$ cat config.mk
export PLATFORM = sky130hd
export DESIGN_NAME = score_keeper
export DESIGN_NICKNAME = d
export VERILOG_FILES = /design/src/rtl/score_keeper.sv
export SDC_FILE = /design/constraint.sdc
export NUM_CORES = 1
export LEC_CHECK = 0
export ABC_AREA = 0
export BUFFER_PORTS_ARGS = -buffer_cell sky130_fd_sc_hd__buf_4
export CAP_MARGIN = 20
export CORE_MARGIN = 4
export CORE_UTILIZATION = 59
export DETAILED_ROUTE_END_ITERATION = 10
export GPL_TIMING_DRIVEN = 0
export PLACE_DENSITY = 0.84
export SLEW_MARGIN = 20
export SYNTH_ARGS = -nofsm -noshare
export SYNTH_HDL_FRONTEND = slang
export SYNTH_SLANG_ARGS = --single-unit
$ cat constraint.sdc
create_clock -name BALL_CLOCK -period 3.9 [get_ports BALL_CLOCK]
set_input_delay 0.39 -clock BALL_CLOCK [delete_from_list [all_inputs] [get_ports BALL_CLOCK]]
set_output_delay 0.39 -clock BALL_CLOCK [all_outputs]
set_load 0.01 [all_outputs]
$ cat src/rtl/score_keeper.sv
// Score keeper: turns miss pulses into scores, goal/win pulses and serve gating.
// Latency 1 cycle (all outputs registered); no backpressure. Optional: SCORE_KEEPER_WIN_BY_TWO_EN.
module score_keeper #(
    parameter int WIN_SCORE      = 7,
    parameter int SCORE_W        = 4,
    parameter int HOLDOFF_CYCLES = 120,
    parameter int HOLDOFF_W      = 8
) (
    input  logic               BALL_CLOCK,
    input  logic               RESET_N,
    input  logic               miss_player_1,
    input  logic               miss_player_2,
    input  logic               new_game,
    output logic               goal_player_1,
    output logic               goal_player_2,
    output logic               win_player_1,
    output logic               win_player_2,
    output logic [SCORE_W-1:0] score_1,
    output logic [SCORE_W-1:0] score_2,
    output logic               serve_enable,
    output logic               game_over
);

    typedef enum logic [1:0] {PLAY, HOLD, OVER} state_t;

    localparam logic [SCORE_W-1:0]   SCORE_MAX = '1;
    localparam logic [SCORE_W-1:0]   WIN_VAL   = SCORE_W'(WIN_SCORE);
    localparam logic [HOLDOFF_W-1:0] HOLD_LOAD = HOLDOFF_W'(HOLDOFF_CYCLES - 1);

    state_t               state, state_nx;
    logic [HOLDOFF_W-1:0] holdoff, holdoff_nx;
    logic [SCORE_W-1:0]   score_1_nx, score_2_nx, inc_1, inc_2;
    logic                 goal_1_nx, goal_2_nx, win_1_nx, win_2_nx;
    logic                 wins_1, wins_2;

    assign inc_1 = (score_1 == SCORE_MAX) ? SCORE_MAX : score_1 + 1'b1;
    assign inc_2 = (score_2 == SCORE_MAX) ? SCORE_MAX : score_2 + 1'b1;

`ifdef SCORE_KEEPER_WIN_BY_TWO_EN
    // A point taken at saturation wins outright so the game cannot stall.
    assign wins_1 = (score_1 == SCORE_MAX) ||
                    ((inc_1 >= WIN_VAL) && ({1'b0, inc_1} >= {1'b0, score_2} + (SCORE_W+1)'(2)));
    assign wins_2 = (score_2 == SCORE_MAX) ||
                    ((inc_2 >= WIN_VAL) && ({1'b0, inc_2} >= {1'b0, score_1} + (SCORE_W+1)'(2)));
`else
    assign wins_1 = (inc_1 == WIN_VAL);
    assign wins_2 = (inc_2 == WIN_VAL);
`endif

    always_comb begin
        state_nx   = state;
        holdoff_nx = holdoff;
        score_1_nx = score_1;
        score_2_nx = score_2;
        goal_1_nx  = 1'b0;
        goal_2_nx  = 1'b0;
        win_1_nx   = 1'b0;
        win_2_nx   = 1'b0;
        if (new_game) begin
            // new_game beats any same-cycle miss and cancels a running holdoff.
            state_nx   = PLAY;
            holdoff_nx = '0;
            score_1_nx = '0;
            score_2_nx = '0;
        end else begin
            case (state)
                PLAY: begin
                    if (miss_player_2 && !miss_player_1) begin
                        score_1_nx = inc_1;
                        if (wins_1) begin
                            win_1_nx = 1'b1;
                            state_nx = OVER;
                        end else begin
                            goal_1_nx  = 1'b1;
                            holdoff_nx = HOLD_LOAD;
                            state_nx   = HOLD;
                        end
                    end else if (miss_player_1 && !miss_player_2) begin
                        score_2_nx = inc_2;
                        if (wins_2) begin
                            win_2_nx = 1'b1;
                            state_nx = OVER;
                        end else begin
                            goal_2_nx  = 1'b1;
                            holdoff_nx = HOLD_LOAD;
                            state_nx   = HOLD;
                        end
                    end
                end
                HOLD: begin
                    if (holdoff == '0) state_nx = PLAY;
                    else               holdoff_nx = holdoff - 1'b1;
                end
                OVER:    state_nx = OVER;
                default: state_nx = PLAY;
            endcase
        end
    end

    always_ff @(posedge BALL_CLOCK or negedge RESET_N) begin
        if (!RESET_N) begin
            state         <= PLAY;
            holdoff       <= '0;
            score_1       <= '0;
            score_2       <= '0;
            goal_player_1 <= 1'b0;
            goal_player_2 <= 1'b0;
            win_player_1  <= 1'b0;
            win_player_2  <= 1'b0;
            serve_enable  <= 1'b1;
            game_over     <= 1'b0;
        end else begin
            state         <= state_nx;
            holdoff       <= holdoff_nx;
            score_1       <= score_1_nx;
            score_2       <= score_2_nx;
            goal_player_1 <= goal_1_nx;
            goal_player_2 <= goal_2_nx;
            win_player_1  <= win_1_nx;
            win_player_2  <= win_2_nx;
            serve_enable  <= (state_nx == PLAY);
            game_over     <= (state_nx == OVER);
        end
    end

endmodule
==> results_dict.tcl, run 1 <==
set metrics [dict create \
    setup_slack_ps 1540 \
    max_cap_violations 0 \
    grt_setup_unrepaired "false" \
    outcome "finished clean" \
    start_util 0.629 \
    max_slew_margin 0.337 \
    hold_path_end "score_2[2]" \
    area_growth_syn_to_layout_pct 17.3 \
    asyncSetResetFlopFracSynth 1.00 \
    final_hold_viol_count 0 \
    max_freq_mhz 423 \
    cts_post_setup_buffers_inserted 0 \
    synth.ff_latch_count 24 \
    dp.final_hpwl_um 1890 \
    power_density_nw_per_um2 451 \
    synth.net_count 141 \
    gp_routability_congestion 0.827 \
    vias_per_cell 5.97 \
    worst_hold_path_type "input pin to register" \
    first_iter_violations 17 \
    finalPower_mw 0.660 \
    drt-pass1-iter-count 6 \
    final_tns_setup_ps 0 \
    netlist.area_leader.share 0.461 \
    syn_inst 133 \
    worst_ep_arrival_time_ps 2590 \
    htreeDepth 1 \
    cp-end-kind "register" \
    tritoncts "built" \
    static-leakage-power_nw 0.680 \
    finish.utilization 0.738 \
    syn-cell-area_um2 1250 \
    max-clock-path-buffers 2 \
    critPathRequiredTime_ps 4130 \
    via_count_of_the_first_global_routing_pass 1009 \
    io_buffers 18 \
    critical_path.reg2reg.startpoint "state[1]" \
    largest_net_degree_at_the_start_of_global_routing 25 \
    post_drt_wl_per_cell_um 13.7 \
    antenna_violating_nets_post_route 0 \
    critical_path_peak_fanout 8 \
    pre_cts_ws_ps 1550 \
    routed-via-count 1093 \
    synth.avg_cell_area_um2 9.38 \
    critPathMostFrequentCell "o21ai_1" \
    numClockSinks 24 \
    antenna_cells 0 \
    max_stage_delay_ps 870 \
    core_um2 1980 \
    r2r_cells 5 \
    worstSkewPairLatency_ps 300 \
    finalNonFillerCells 183 \
    synth.most_common_cell "dfrtp_1" \
    synthTopCellsByCount "dfrtp_1 (23), nor2_1 (17), inv_1 (13)" \
    final.min_clock_period_ps 2360 \
    netlist.top_cell.by_area "dfrtp_1" \
    clock_tree.root_cell "clkbuf_4" \
    cell_chain_critical_path "nor4b_1 > nand2_1 > o221ai_1 > o21ai_1 > o21ai_1" \
    layout.nets 165 \
    grt_pass1_wl_um 4380 \
    ys.flop_type "dfrtp_1" \
    grt_antenna_before_repair 0 \
    irDropWorstVdd_v 0.000386 \
    max_slew.worst_pin.slew_ps 981 \
    die-area_um2 2910 \
    synth.distinct_cells 31 \
    detail_route.drc_violations 0 \
    timing.clock.skew_ps 1.57 \
    setup.worst_path.class "register to register" \
    cp_max_stage_cell "nor4b_1" \
    die_w_um 54.0 \
    crit_path_start_kind "register" \
    layout_worst_path_cycle_share 0.606 \
    critical_path.reg2reg.endpoint "holdoff[0]" \
    number_of_enable_flip_flop_cells_after_synthesis 0 \
    total_global_routing_track_utilization 0.202 \
    clk_pin_slew_ps 130 \
    die_height_um 54.0 \
    synth-seq-area-share 0.482 \
    reg2reg_setup_slack_ps 1540 \
    min_from "new_game" \
    synth.top_cells.by_area "dfrtp_1 (46%), nor2_1 (5.1%), inv_1 (3.9%), nor3_1 (3.6%), a211oi_1 (3.6%)" \
    grt_overflow 0 \
    setup_viol_count_final 0 \
    place.detailed.instances 178 \
    placementRows 16 \
    routed_wl_um 2500 \
    worst_hold_path_depth 2 \
    slew_viol_final 0 \
    layout-drive-gt1-share 0.212 \
    pin_count 19 \
    yosys_warnings 0 \
    cts_made_buffers 3 \
]
## layout by cell type (no fill, tap or decap), types with 2 or more instances in the layout
cell | netlist | final
buf_4 | 0 | 18
o21ai_2 | 5 | 5
a21oi_1 | 5 | 5
dfrtp_1 | 23 | 23
or4b_2 | 2 | 2
a31oi_1 | 4 | 4
o21ai_0 | 3 | 3
nand2_1 | 11 | 11
inv_1 | 13 | 13
o311a_1 | 2 | 2
ha_1 | 3 | 3
o21ai_1 | 6 | 6
a311oi_1 | 2 | 2
a211oi_1 | 6 | 6
clkbuf_4 | 0 | 3
nand3_1 | 4 | 4
nor3_1 | 9 | 9
nand2b_1 | 2 | 2
xor2_1 | 2 | 2
nor2_1 | 17 | 17
nand4_1 | 2 | 2
## kinds of logic after synthesis
| kind of cell | Yosys count | share of synthesized area |
|---|---|---|
| buf+inv | 14 | 0.0421 |
| flops | 24 | 0.482 |
| simple gates | 53 | 0.219 |
| xor+xnor | 2 | 0.0140 |
| compound gates | 37 | 0.213 |
| fa+ha+maj | 3 | 0.0301 |
## worst max-delay path, delay by kind of cell (launching register included)
kind | cells | cell delay, ps
and+or+nand+nor | 2 | 1050
DFF | 1 | 480
AOI/OAI and AO/OA | 3 | 760
## worst max path at each step
stage / startpoint / endpoint / slack (ps) / cells after the start
final: state[1] / holdoff[0] / 1540 / 5
after global routing: state[1] / holdoff[0] / 1380 / 5
after floorplan: holdoff[0] / holdoff[6] / 1700 / 7
after CTS: holdoff[0] / holdoff[0] / 1540 / 7
after detailed placement: holdoff[0] / holdoff[0] / 1550 / 7
after global placement: holdoff[0] / holdoff[0] / 1600 / 7
## layout make-up
type / instances / area, um^2
Clock buffer: 4 / 36.3
Timing Repair Buffer: 19 / 145
Fill cell: 148 / 519
Sequential cell: 24 / 602
Multi-Input combinational cell: 95 / 593
Buffer: 1 / 3.75
Inverter: 13 / 48.8
Tap cell: 27 / 33.8
## where the power goes
group          total [mW]  internal, mW  leakage [nW]  switching [mW]
Combinational       0.219        0.0898         0.339           0.130
Sequential          0.314         0.284         0.320          0.0297
Clock               0.127        0.0569        0.0210          0.0697
## routing by layer
metal  vias to the layer above  track usage  wire [um]
li1                        531            -          -
met1                       527        0.282       1140
met2                        33        0.331       1200
met3                         2       0.0388        144
met4                         0       0.0332         12
met5                         -            0          0
## per-stage QoR
| stage | area [um^2] | hold slack, ps |
|---|---|---|
| after detailed placement | 1420 | 299 |
| after global placement | 1420 | 296 |
| after floorplan | 1250 | 94.4 |
| final | 1460 | 279 |
| after global routing | 1460 | 265 |
| after CTS | 1460 | 276 |
## state kept, by name, summed over array words and instances, names as in the netlist
name           flops
holdoff            8
score_1            4
score_2            4
state              2
game_over          1
goal_player_1      1
goal_player_2      1
serve_enable       1
win_player_1       1
win_player_2       1
## what timing repair did
item,4_1_cts,5_1_grt
endpoints found under the hold margin,23,0
resized for setup,0,0
hold buffers,1,0
(Power assumes the default switching activity.)
==> run 2, diff against run 1 <==
Settings changed: CORE_ASPECT_RATIO set to 1.75, CORE_UTILIZATION 59 to 49, PLACE_DENSITY 0.84 to 0.75.
Clock period 3.9 ns to 2 ns, I/O delays scaled along.
==> run 2 against run 1 <==
Against the previous run:
- the run now ends with negative setup slack left
- clock skew is 0.98 ps higher
- sequential power is 97% higher
- critical path depth is 2 higher
- non-clock buffer count is 5 higher
- sequential share of layout area is 2.3 points lower
- utilization is 11 points lower
- count of clock-buffer cells in the layout stayed put
- global-route usage is 1.4 points lower
- combinational power is 140% higher
- largest cell class is now multi-input gates
- largest power group unchanged
==> results_dict.tcl, run 2 (synthesized netlist as in run 1, its figures left out) <==
set metrics [dict create \
    die_w_um 46.1 \
    numClockSinks 24 \
    worst_ep_arrival_time_ps 2340 \
    largest_net_degree_at_the_start_of_global_routing 25 \
    fin_area_um2 1550 \
    cp_max_stage_cell "or4b_4" \
    max_slew.worst_pin.slew_ps 611 \
    routed_wl_um 2860 \
    clock_power_share 0.221 \
    most_flop_heavy_register "holdoff" \
    hold_ws_ps 132 \
    cp.buffers_inverters 1 \
    via_count_of_the_first_global_routing_pass 1081 \
    fill_cells 213 \
    pre_cts_ws_ps -390 \
    max_cap_violations 0 \
    most_frequent_cells_in_the_layout "dfrtp_1 (23), buf_4 (23), nor2_1 (16)" \
    setup_viol_count_final 10 \
    layout-drive-gt1-share 0.286 \
    failed_checks "negative setup slack" \
    max-clock-path-buffers 2 \
    irDropWorstVdd_v 0.000587 \
    clk_pin_slew_ps 80 \
    die_height_um 74.7 \
    layout_worst_path_cycle_share 1.10 \
    timing.critical_path.max_delay_family "simple AND/OR/NAND/NOR gates" \
    first_iter_violations 19 \
    largestRegisters "holdoff: 8 flops, score_1: 4 flops, score_2: 4 flops" \
    max_slew_margin 0.592 \
    grt_overflow 0 \
    max_stage_delay_ps 460 \
    setup.worst_path.class "register to register" \
    static-leakage-power_nw 0.718 \
    placementRows 24 \
    io_buffers 18 \
    outcome "finished, violations left" \
    core_um2 2460 \
    max_freq_mhz 456 \
    cell_chain_critical_path "inv_2 > ha_4 > or4b_4 > or4_4 > a311o_4 > nand2_1 > o21ai_1" \
    cellInternalPower_mw 0.966 \
    grt_pass1_wl_um 4850 \
    timing.clock.skew_ps 2.56 \
    layout.nets 170 \
    htreeDepth 1 \
    critical_path_peak_fanout 8 \
    pin_count 19 \
    clock_tree.root_cell "clkbuf_8" \
    cp-end-kind "register" \
    antenna_violating_nets_post_route 0 \
    switching_share 0.341 \
    power.share.sequential 0.423 \
    tritoncts "built" \
    antenna_cells 0 \
    gp_routability_congestion 0.799 \
    dp.final_hpwl_um 2090 \
    vias_per_cell 5.93 \
    worst_hold_path_type "input pin to register" \
    area_of_placed_instances_um2 1430 \
    setup_slack_ps -193 \
    largest_register_ffs 8 \
    worstSkewPairLatency_ps 260 \
    grt_setup_unrepaired "true" \
    drt-pass1-iter-count 4 \
    power_density_nw_per_um2 946 \
    final_hold_viol_count 0 \
    cts_made_buffers 3 \
    crit_path_start_kind "register" \
    final.min_clock_period_ps 2190 \
    p_switching_mw 0.499 \
    post_drt_wl_per_cell_um 15.3 \
    routed-via-count 1108 \
    die-area_um2 3450 \
    combinationalPowerShare 0.356 \
    total_global_routing_track_utilization 0.188 \
    area_growth_syn_to_layout_pct 24.2 \
    grt_antenna_before_repair 0 \
    start_util 0.507 \
    critPathRequiredTime_ps 2140 \
    detail_route.drc_violations 0 \
    slew_viol_final 0 \
]
run 2: changes by cell type in the layout (fill, tap and decap cells not counted), moves of 2 or more:
cell,previous run,this run
clkbuf_4,3,0
o21ai_1,6,4
inv_2,0,2
clkbuf_8,1,4
o21ai_2,5,7
buf_4,18,23
inv_1,13,11
run 2: cell type report:
class                   instances  area (um^2)  share of cell area
repair buffers                 24          183               0.118
flip-flops and latches         24          602               0.389
plain buffers                   1         3.75             0.00242
inverters                      13         48.8              0.0315
well taps                      26         32.5              0.0210
clock buffers                   4         55.1              0.0355
multi-input cells              95          624               0.403
run 2: metrics by stage:
step                      TNS [ps]  cells  power [mW]  utilization
after CTS                    -1290    185        1.43        0.619
final                        -1520    187        1.47        0.629
after global routing         -2050    187        1.56        0.629
after floorplan               -562    133       0.944            -
after global placement       -1750    177        1.05        0.580
after detailed placement     -2610    177        1.07        0.580
run 2: layer usage:
layer | GRT usage | vias to the layer above | routed length, um
li1 | - | 541 | -
met1 | 0.227 | 540 | 1160
met2 | 0.339 | 23 | 1590
met3 | 0.0239 | 4 | 95
met4 | 0.0475 | 0 | 20
met5 | 0 | - | 0
run 2: power by group through the flow:
stage	Combinational [mW]	Clock (mW)	Sequential, mW
floorplan	0.327	0	0.617
global placement	0.429	0	0.619
detailed placement	0.446	0	0.625
CTS	0.489	0.328	0.618
global route	0.583	0.351	0.630
finish	0.522	0.324	0.620
run 2: path summary, 6_finish.rpt:
path / start / endpoint / slack (ps) / cells after the start
max: holdoff[0] / holdoff[4] / -190 / 7
min: new_game / score_2[2] / 130 / 2
max reg2reg: holdoff[0] / holdoff[4] / -190 / 7
min reg2reg: score_1[3] / score_1[3] / 560 / 1
max in group asynchronous: RESET_N / serve_enable / 1350 / 2
min in group asynchronous: RESET_N / holdoff[5] / 360 / 2
run 2: repair_timing:
| item | 4_1_cts | 5_1_grt |
|---|---|---|
| buffers inserted | 3 | 2 |
| hold buffers | 1 | 0 |
| cloned | 0 | 0 |
| setup endpoints to repair | 10 | 10 |
| hold endpoints to repair | 23 | 0 |
| resized for setup | 3 | 3 |
| pin swaps | 2 | 1 |
